### src/rtl/svc_soc_lifecycle.sv
// svc_soc_lifecycle: holds the CPU in reset after system reset, releases it,
// then supervises the run until a software exit store or a watchdog timeout.
// All outputs are registered. The only paths from inputs to outputs go
// through flops.
module svc_soc_lifecycle #(
  parameter int unsigned RESET_CYCLES    = 16,
  parameter int unsigned WATCHDOG_CYCLES = 1_000_000,
  parameter logic [31:0] EXIT_ADDR       = 32'hFFFF_FFF0
) (
  input  logic        clk,
  input  logic        rst,
  input  logic        retire,
  input  logic        wr_valid,
  input  logic [31:0] wr_addr,
  input  logic [31:0] wr_data,
  input  logic [3:0]  wr_strb,
  output logic        core_rst,
  output logic        running,
  output logic        done,
  output logic        timeout,
  output logic [31:0] exit_code,
  output logic [31:0] cycle_count,
  output logic [31:0] retire_count
);

  localparam int unsigned HW = $clog2(RESET_CYCLES) + 1;
  localparam int unsigned WW = $clog2(WATCHDOG_CYCLES) + 1;
  localparam logic [HW-1:0] HOLD_LAST = HW'(RESET_CYCLES - 1);
  localparam logic [WW-1:0] WD_LAST   = WW'(WATCHDOG_CYCLES - 1);

  typedef enum logic [1:0] {
    S_HOLD,
    S_RUN,
    S_EXITED,
    S_TIMEOUT
  } state_t;

  state_t        r_state;
  state_t        w_next;
  logic [HW-1:0] r_hold_cnt;
  logic [WW-1:0] r_wd;

  logic          r_core_rst;
  logic          r_running;
  logic          r_done;
  logic          r_timeout;
  logic [31:0]   r_exit_code;
  logic [31:0]   r_cycle_count;
  logic [31:0]   r_retire_count;

  logic          w_exit_hit;
  logic          w_wd_expire;
  logic          w_core_rst_d;
  logic          w_running_d;

  // Only full-word stores to the exit register terminate the run.
  assign w_exit_hit  = wr_valid && (wr_addr == EXIT_ADDR) && (wr_strb == 4'hF);
  assign w_wd_expire = !retire && (r_wd == WD_LAST);

  // State register.
  always_ff @(posedge clk) begin
    if (rst) begin
      r_state <= S_HOLD;
    end else begin
      r_state <= w_next;
    end
  end

  // Next-state decode and next values of the run/reset indicators.
  // The CPU reset is released one edge after RUN is entered. It is raised
  // again on the same edge that leaves RUN. running is its complement.
  always_comb begin
    w_next       = r_state;
    w_core_rst_d = 1'b1;
    w_running_d  = 1'b0;
    case (r_state)
      S_HOLD: begin
        if (r_hold_cnt == HOLD_LAST) begin
          w_next = S_RUN;
        end
      end
      S_RUN: begin
        if (w_exit_hit) begin
          w_next = S_EXITED;
        end else if (w_wd_expire) begin
          w_next = S_TIMEOUT;
        end
      end
      S_EXITED:  w_next = S_EXITED;
      S_TIMEOUT: w_next = S_TIMEOUT;
      default:   w_next = S_HOLD;
    endcase
    if ((r_state == S_RUN) && (w_next == S_RUN)) begin
      w_core_rst_d = 1'b0;
      w_running_d  = 1'b1;
    end
  end

  // Hold counter, run counters, watchdog and sticky termination outputs.
  always_ff @(posedge clk) begin
    if (rst) begin
      r_hold_cnt     <= '0;
      r_wd           <= '0;
      r_core_rst     <= 1'b1;
      r_running      <= 1'b0;
      r_done         <= 1'b0;
      r_timeout      <= 1'b0;
      r_exit_code    <= '0;
      r_cycle_count  <= '0;
      r_retire_count <= '0;
    end else begin
      r_core_rst <= w_core_rst_d;
      r_running  <= w_running_d;
      if ((r_state == S_HOLD) && (r_hold_cnt != HOLD_LAST)) begin
        r_hold_cnt <= r_hold_cnt + HW'(1);
      end
      if (r_state == S_RUN) begin
        r_cycle_count <= r_cycle_count + 32'd1;
        if (retire) begin
          r_retire_count <= r_retire_count + 32'd1;
          r_wd           <= '0;
        end else begin
          r_wd <= r_wd + WW'(1);
        end
        if (w_next == S_EXITED) begin
          r_exit_code <= wr_data;
          r_done      <= 1'b1;
        end else if (w_next == S_TIMEOUT) begin
          r_exit_code <= '0;
          r_timeout   <= 1'b1;
          r_done      <= 1'b1;
        end
      end
    end
  end

  assign core_rst     = r_core_rst;
  assign running      = r_running;
  assign done         = r_done;
  assign timeout      = r_timeout;
  assign exit_code    = r_exit_code;
  assign cycle_count  = r_cycle_count;
  assign retire_count = r_retire_count;

endmodule

### config.mk
export PLATFORM = sky130hd
export DESIGN_NAME = svc_soc_lifecycle
export DESIGN_NICKNAME = d
export VERILOG_FILES = /design/src/rtl/svc_soc_lifecycle.sv
export SDC_FILE = /design/constraint.sdc
export NUM_CORES = 1
export LEC_CHECK = 0
export CORE_ASPECT_RATIO = 1.5
export CORE_MARGIN = 2
export CORE_UTILIZATION = 44
export CTS_BUF_LIST = sky130_fd_sc_hd__clkbuf_8
export DETAILED_ROUTE_END_ITERATION = 7
export PLACE_DENSITY = 0.88
export SLEW_MARGIN = 20
export SYNTH_ARGS = -nofsm -noshare
export SYNTH_HDL_FRONTEND = slang
export SYNTH_SLANG_ARGS = --single-unit
### constraint.sdc
create_clock -name clk -period 2.7 [get_ports clk]
set_input_delay 0.81 -clock clk [delete_from_list [all_inputs] [get_ports clk]]
set_output_delay 0.81 -clock clk [all_outputs]
set_load 0.01 [all_outputs]
Word level (Yosys, flattened, before mapping)
Cells that the tools add are included.
- add/sub/neg operators: 4
- equality and inequality tests: 11
- muxes and demuxes: 11
- bitwise logic cells: 1
- reductions and logical operators: 11
- operator list (operator ; count):
    $add A32 B1 Y32 const B ; 2
    $mux W32 ; 2
    $eq A32 B32 Y1 const B ; 1
    $add A21 B1 Y21 const B ; 1
    $eq A21 B20 Y1 const B ; 1
    $mux W21 ; 1
    $eq A2 B2 Y1 const B ; 4
    $pmux W2 S4 ; 1
    $mux W2 ; 3
    $add A5 B1 Y5 const B ; 1
    $eq A5 B4 Y1 const B ; 1
    $logic_and A1 B1 Y1 ; 5
    $ne A5 B4 Y1 const B ; 1
    $eq A2 B1 Y1 const B ; 2
    $eq A4 B4 Y1 const B ; 1
    $mux W1 ; 4
    $reduce_and A2 Y1 ; 2
    $reduce_and A3 Y1 ; 1
    $logic_not A2 Y1 ; 1
    $reduce_bool A2 Y1 ; 1
    $logic_not A1 Y1 ; 1
    $not A1 Y1 ; 1
- flip-flop bits (word level): 128

Longest topological paths before layout
- depth in word-level cells: 8
- depth in mapped cells: 7

Worst setup path after synthesis
Ideal clock, no wire load.
- kind: input port to flip-flop
- from: input wr_addr[0]
- to: register r_timeout (netlist: timeout)
- setup time: 0.128 ns
- arrival time: 2.586 ns
- data required time: 2.572 ns
- setup slack: -0.014 ns
- cell stages on the path: 7
- buffers on the path: 2
- cells stage by stage: or4b_1 -> or4_4 -> or3_1 -> buf_6 -> buf_6 -> a31oi_4 -> nor2_1
- longest elaborated chain between the ends: 8
- elaborated cells on any way between the ends: 9
- those cells by class: 3 x eq/ne; 2 x mux; 1 x bitwise; 3 x reduce/logical
- RTL lines (element ; line ; source):
    start, declared ; 14 ; input logic [31:0] wr_addr,
    $eq A32 B32 Y1 (*) ; 57 ; assign w_exit_hit = wr_valid && (wr_addr == EXIT_ADDR) && (wr_strb == 4'hF);
    $logic_and A1 B1 Y1 (*) (2 in series) ; 57 ;
    $mux W2 (*) ; 83 ; if (w_exit_hit) begin
    $pmux W2 S4 (*) ; 76 ; case (r_state)
    $eq A2 B2 Y1 ; 125 ; if (w_next == S_EXITED) begin
    $not A1 Y1 (no line) ; - ;
    $reduce_and A3 Y1 (no line) (*) ; - ;
    end signal, assigned ; 107 ; r_timeout <= 1'b0;
    end signal, assigned ; 130 ; r_timeout <= 1'b1;
    end, declared ; 46 ; logic r_timeout;
Every way passes the cells marked *; elsewhere a longest branch is shown, timed or not.
A chain may end at the register's enable or synchronous reset.

Worst setup path after layout
- from: input wr_addr[3]
- to: register r_exit_code[19] (netlist: exit_code[19])
- longest elaborated chain between the ends: 8
- elaborated cells on any way between the ends: 10
- those cells by class: 3 x eq/ne; 3 x mux; 4 x reduce/logical
- RTL lines (element ; line ; source):
    $eq A32 B32 Y1 (*) ; 57 ;
    $logic_and A1 B1 Y1 (*) (2 in series) ; 57 ;
    $mux W2 (*) ; 83 ;
    $pmux W2 S4 (*) ; 76 ;
    $eq A2 B2 Y1, on equally long branches ; 125, 128 ;
    $reduce_bool A2 Y1 (no line) ; - ;
    $reduce_and A2 Y1 (no line) ; - ;
    end signal, assigned ; 126 ; r_exit_code <= wr_data;
    end, declared ; 47 ; logic [31:0] r_exit_code;
Marked as above.

==> key figures <==
Cells and area
  • Area grow syn2layout: 40.31%
  • Share of cells above drive strength 1: 0.07675
  • Cell area after layout: between 0.008 and 0.009 mm²
  • N_diodes: 0
  • Fin cells: roughly 1000
  • Commonest non-fill, non-tap cell in the layout: clkdlybuf4s50_1
  • Commonest cells after routing, fill and taps aside: clkdlybuf4s50_1 (170), dfxtp_1 (128), nand3_1 (95)
  • Nets: 951

STA
  • Slew Limit Fails: 0
  • Period utilization: 0.9819
  • Minimum clock period: 2.651 ns
  • Slew @ Worst Pin: 0.6879 ns
  • F_max: 0.3772 GHz
  • Clock Skew: around 0.012 ns
  • Final hold violations: 0
  • Final Hold Slack: 0.4691 ns
  • Post-route setup TNS: 0 ns
  • RSZ-0062 raised after global routing: false
  • Max-slew headroom: 0.5378
  • Final setup viols: 0

Place
  • HPWL Detailed: 10930 µm
  • Placed instance area: 0.007766 mm²
  • Placed insts: 1014
  • Gpl congestion: ~0.82
  • Port bufs: between 150 and 200

Die
  • Initial Util: 0.4488
  • I/O pin count: around 170
  • Die H: 144.8 µm
  • Die area: about 0.014 mm²
  • Die W: 97.85 µm
  • Total core area: 0.01295 mm²
  • Cell Rows: 51

Setup path
  • CP Data Required Time: 3.00 ns
  • Critical Path AT: 2.95 ns
  • CP Class: in2reg
  • Worst setup path start: wr_addr[3]
  • Cell Chain, Critical Path: clkdlybuf4s50_1 > or4b_1 > or4_4 > or3_4 > buf_4 > nand3_1 > a31oi_1
  • WP buf/inv: 2
  • FF-to-FF End: retire_count[29]
  • CP endpoint: exit_code[19]
  • Worst reg2reg setup slack: 0.55 ns
  • Largest delay share family, worst path: simple AND/OR/NAND/NOR gates
  • Critical Path Fanout Max: 10
  • R2R Path Start: retire_count[4]
  • FF-to-FF path depth: 6
  • Worst setup EP type: register
  • Slowest cell on the critical path: or4b_1
  • Critical path launch point type: input port
  • Worst path depth: 7
  • CP max stage delay: about 0.52 ns

Run
  • Max-cap violations: 0

Clock tree
  • Worst-path clk slew: 0.08 ns
  • Post-CTS Repair Setup Buffers: 0
  • H-tree levels: 4
  • Resized cells post-CTS: 0
  • Total CTS buffers: 17
  • Clk_lat worst skew: 0.43 ns
  • Root Driver: clkbuf_8
  • TritonCTS clock tree: yes
  • Clock buffer depth: 2
  • CTS sink cnt: ~130
  • Cts hold-fix bufs: 0

Power
  • Sw frac: 0.2404
  • Switching pwr: 0.9348 mW
  • Gate power share: 0.087
  • Worst VDD drop: ~0.00030 V
  • Clock network power share: 0.405
  • Overall power: just under 4 mW
  • Static Leak: 2.781 nW
  • Int Pwr: 2.954 mW
  • Power Density: 476.7 mW/mm²
  • Reg power frac: 0.508

Routing
  • DRC: 0
  • Total number of vias: 5684
  • DRT Pass-1 Iters: 4
  • Post-route ant nets: 0
  • 1st-iter DRT viols: 113
  • Routed wire length: 14950 µm
  • Vias/cell: between 5 and 6
  • Wirelength per Cell: 14.31 µm

Global route
  • Antenna violations before repair: 0
  • M3 GR Usage: 0.05427
  • GRT busiest layer: met2
  • GRT met1 Usage: 0.2243
  • First-pass GRT wire length: around 24000 µm
  • Total Routing Usage GR: 0.2089
  • Total grt overflow: 0
  • Largest net degree at the start of global routing: 40
  • GR Util met2: 0.3882
  • Vias in the first global route: 5400

Yosys
  • Syn Std Cell Area: 0.005813 mm²
  • Post-synth EDFFs: 0
  • Prevailing post-synth register cell: dfxtp_1
  • Seq/Total Area, Yosys: 0.4408
  • Async S/R FF share, synth: 0
  • Library cells used by synthesis: 42
  • Synth Register Bits: 128
  • Post-Synthesis Cells: between 600 and 700
  • Mapped Nets: 771
  • Mean Syn Cell Area: 8.376 µm²
  • Yosys Warn Count: 0

Outcome
  • Status: finished clean

Min path
  • Worst Hold Class: reg2reg
## sequential cells by signal, summed over array words and instances, names as in the netlist
name and count:
r_state 2, r_wd 21, done 1, retire_count 32, core_rst 1, exit_code 32
running 1, timeout 1, r_hold_cnt 5, cycle_count 32
## cell families (layout without fill, tap and decap cells)
kind of cell / Yosys count / after routing / synth area share
AO/OA/AOI/OAI: 82 / 82 / 0.08351
XOR/XNOR: 60 / 60 / 0.09040
buffers and inverters: 53 / 245 / 0.04326
AND/OR/NAND/NOR: 362 / 362 / 0.3237
flip-flops: 128 / 128 / 0.4408
multiplexers: 4 / 4 / 0.007533
adder cells (fa/ha/maj): 5 / 5 / 0.01076
## worst min path at each step
stage	start	endpoint	slack [ns]	cells after the start
2_1_floorplan	r_wd[1]	r_wd[1]	0.45	2
3_3_place_gp	done	done	0.43	2
3_5_place_dp	done	done	0.46	2
4_1_cts	done	done	0.47	2
5_1_grt	r_wd[1]	r_wd[1]	0.51	2
6_report	done	done	0.47	2
## cell type report
type                    count  area (µm²)
clock buffers              17       234.0
well taps                 159       198.9
fillers                  1074        4797
repair buffers            200        1947
clock inverters            14       143.9
multi-input cells         513        3018
inverters                  14       52.55
flip-flops and latches    128        2562
## cell usage after synthesis, types with 3 or more instances
cell / n / share of area
nand3_1: 95 / 0.082
dfxtp_1: 128 / 0.44
a21oi_1: 24 / 0.021
mux2_1: 3 / 0.0058
o21ai_1: 10 / 0.0086
nand2b_1: 3 / 0.0032
o21ai_0: 8 / 0.0069
xor2_1: 26 / 0.039
and2_1: 11 / 0.012
nor3_1: 17 / 0.015
and4_1: 13 / 0.020
or3_1: 18 / 0.019
nand4_1: 29 / 0.031
xnor2_1: 34 / 0.051
nor2_1: 73 / 0.047
and3_1: 8 / 0.0086
and4b_1: 3 / 0.0052
inv_1: 14 / 0.0090
buf_6: 7 / 0.014
buf_1: 3 / 0.0019
ha_1: 5 / 0.011
a21o_1: 3 / 0.0039
nor4_1: 7 / 0.0075
nand2_1: 61 / 0.039
a31oi_1: 32 / 0.034
clkbuf_1: 29 / 0.019
nor4b_1: 3 / 0.0045
nor2b_1: 9 / 0.0097
## through the flow
step	worst slack (ns)	utilization
after floorplan	0.01438	-
after global placement	-0.3544	0.5995
after detailed placement	-0.4413	0.5995
after CTS	0.02204	0.6287
after global routing	0.0005163	0.6297
final	0.04879	0.6297
## worst min-delay path, delay by kind of cell (launching register included)
| kind | cells | cell delay, ns |
|---|---|---|
| AO/OA/AOI/OAI | 1 | 0.05 |
| buffers and inverters | 1 | 0.05 |
| flip-flops | 1 | 0.32 |
## power by group through the flow
stage	Combinational [mW]	Sequential, mW	Clock [mW]
2_1_floorplan	0.0922	2.03	0
3_3_place_gp	0.328	2.02	0
3_5_place_dp	0.338	2.02	0
4_1_cts	0.339	1.98	1.61
5_1_grt	0.363	1.98	1.69
6_report	0.337	1.98	1.57
## metal layers
layer	up-vias	wire length [µm]
met5	-	0
met4	0	428
met3	28	765
met2	172	8030
met1	2672	5728
li1	2812	-
Power figures use the tool's default switching activity.
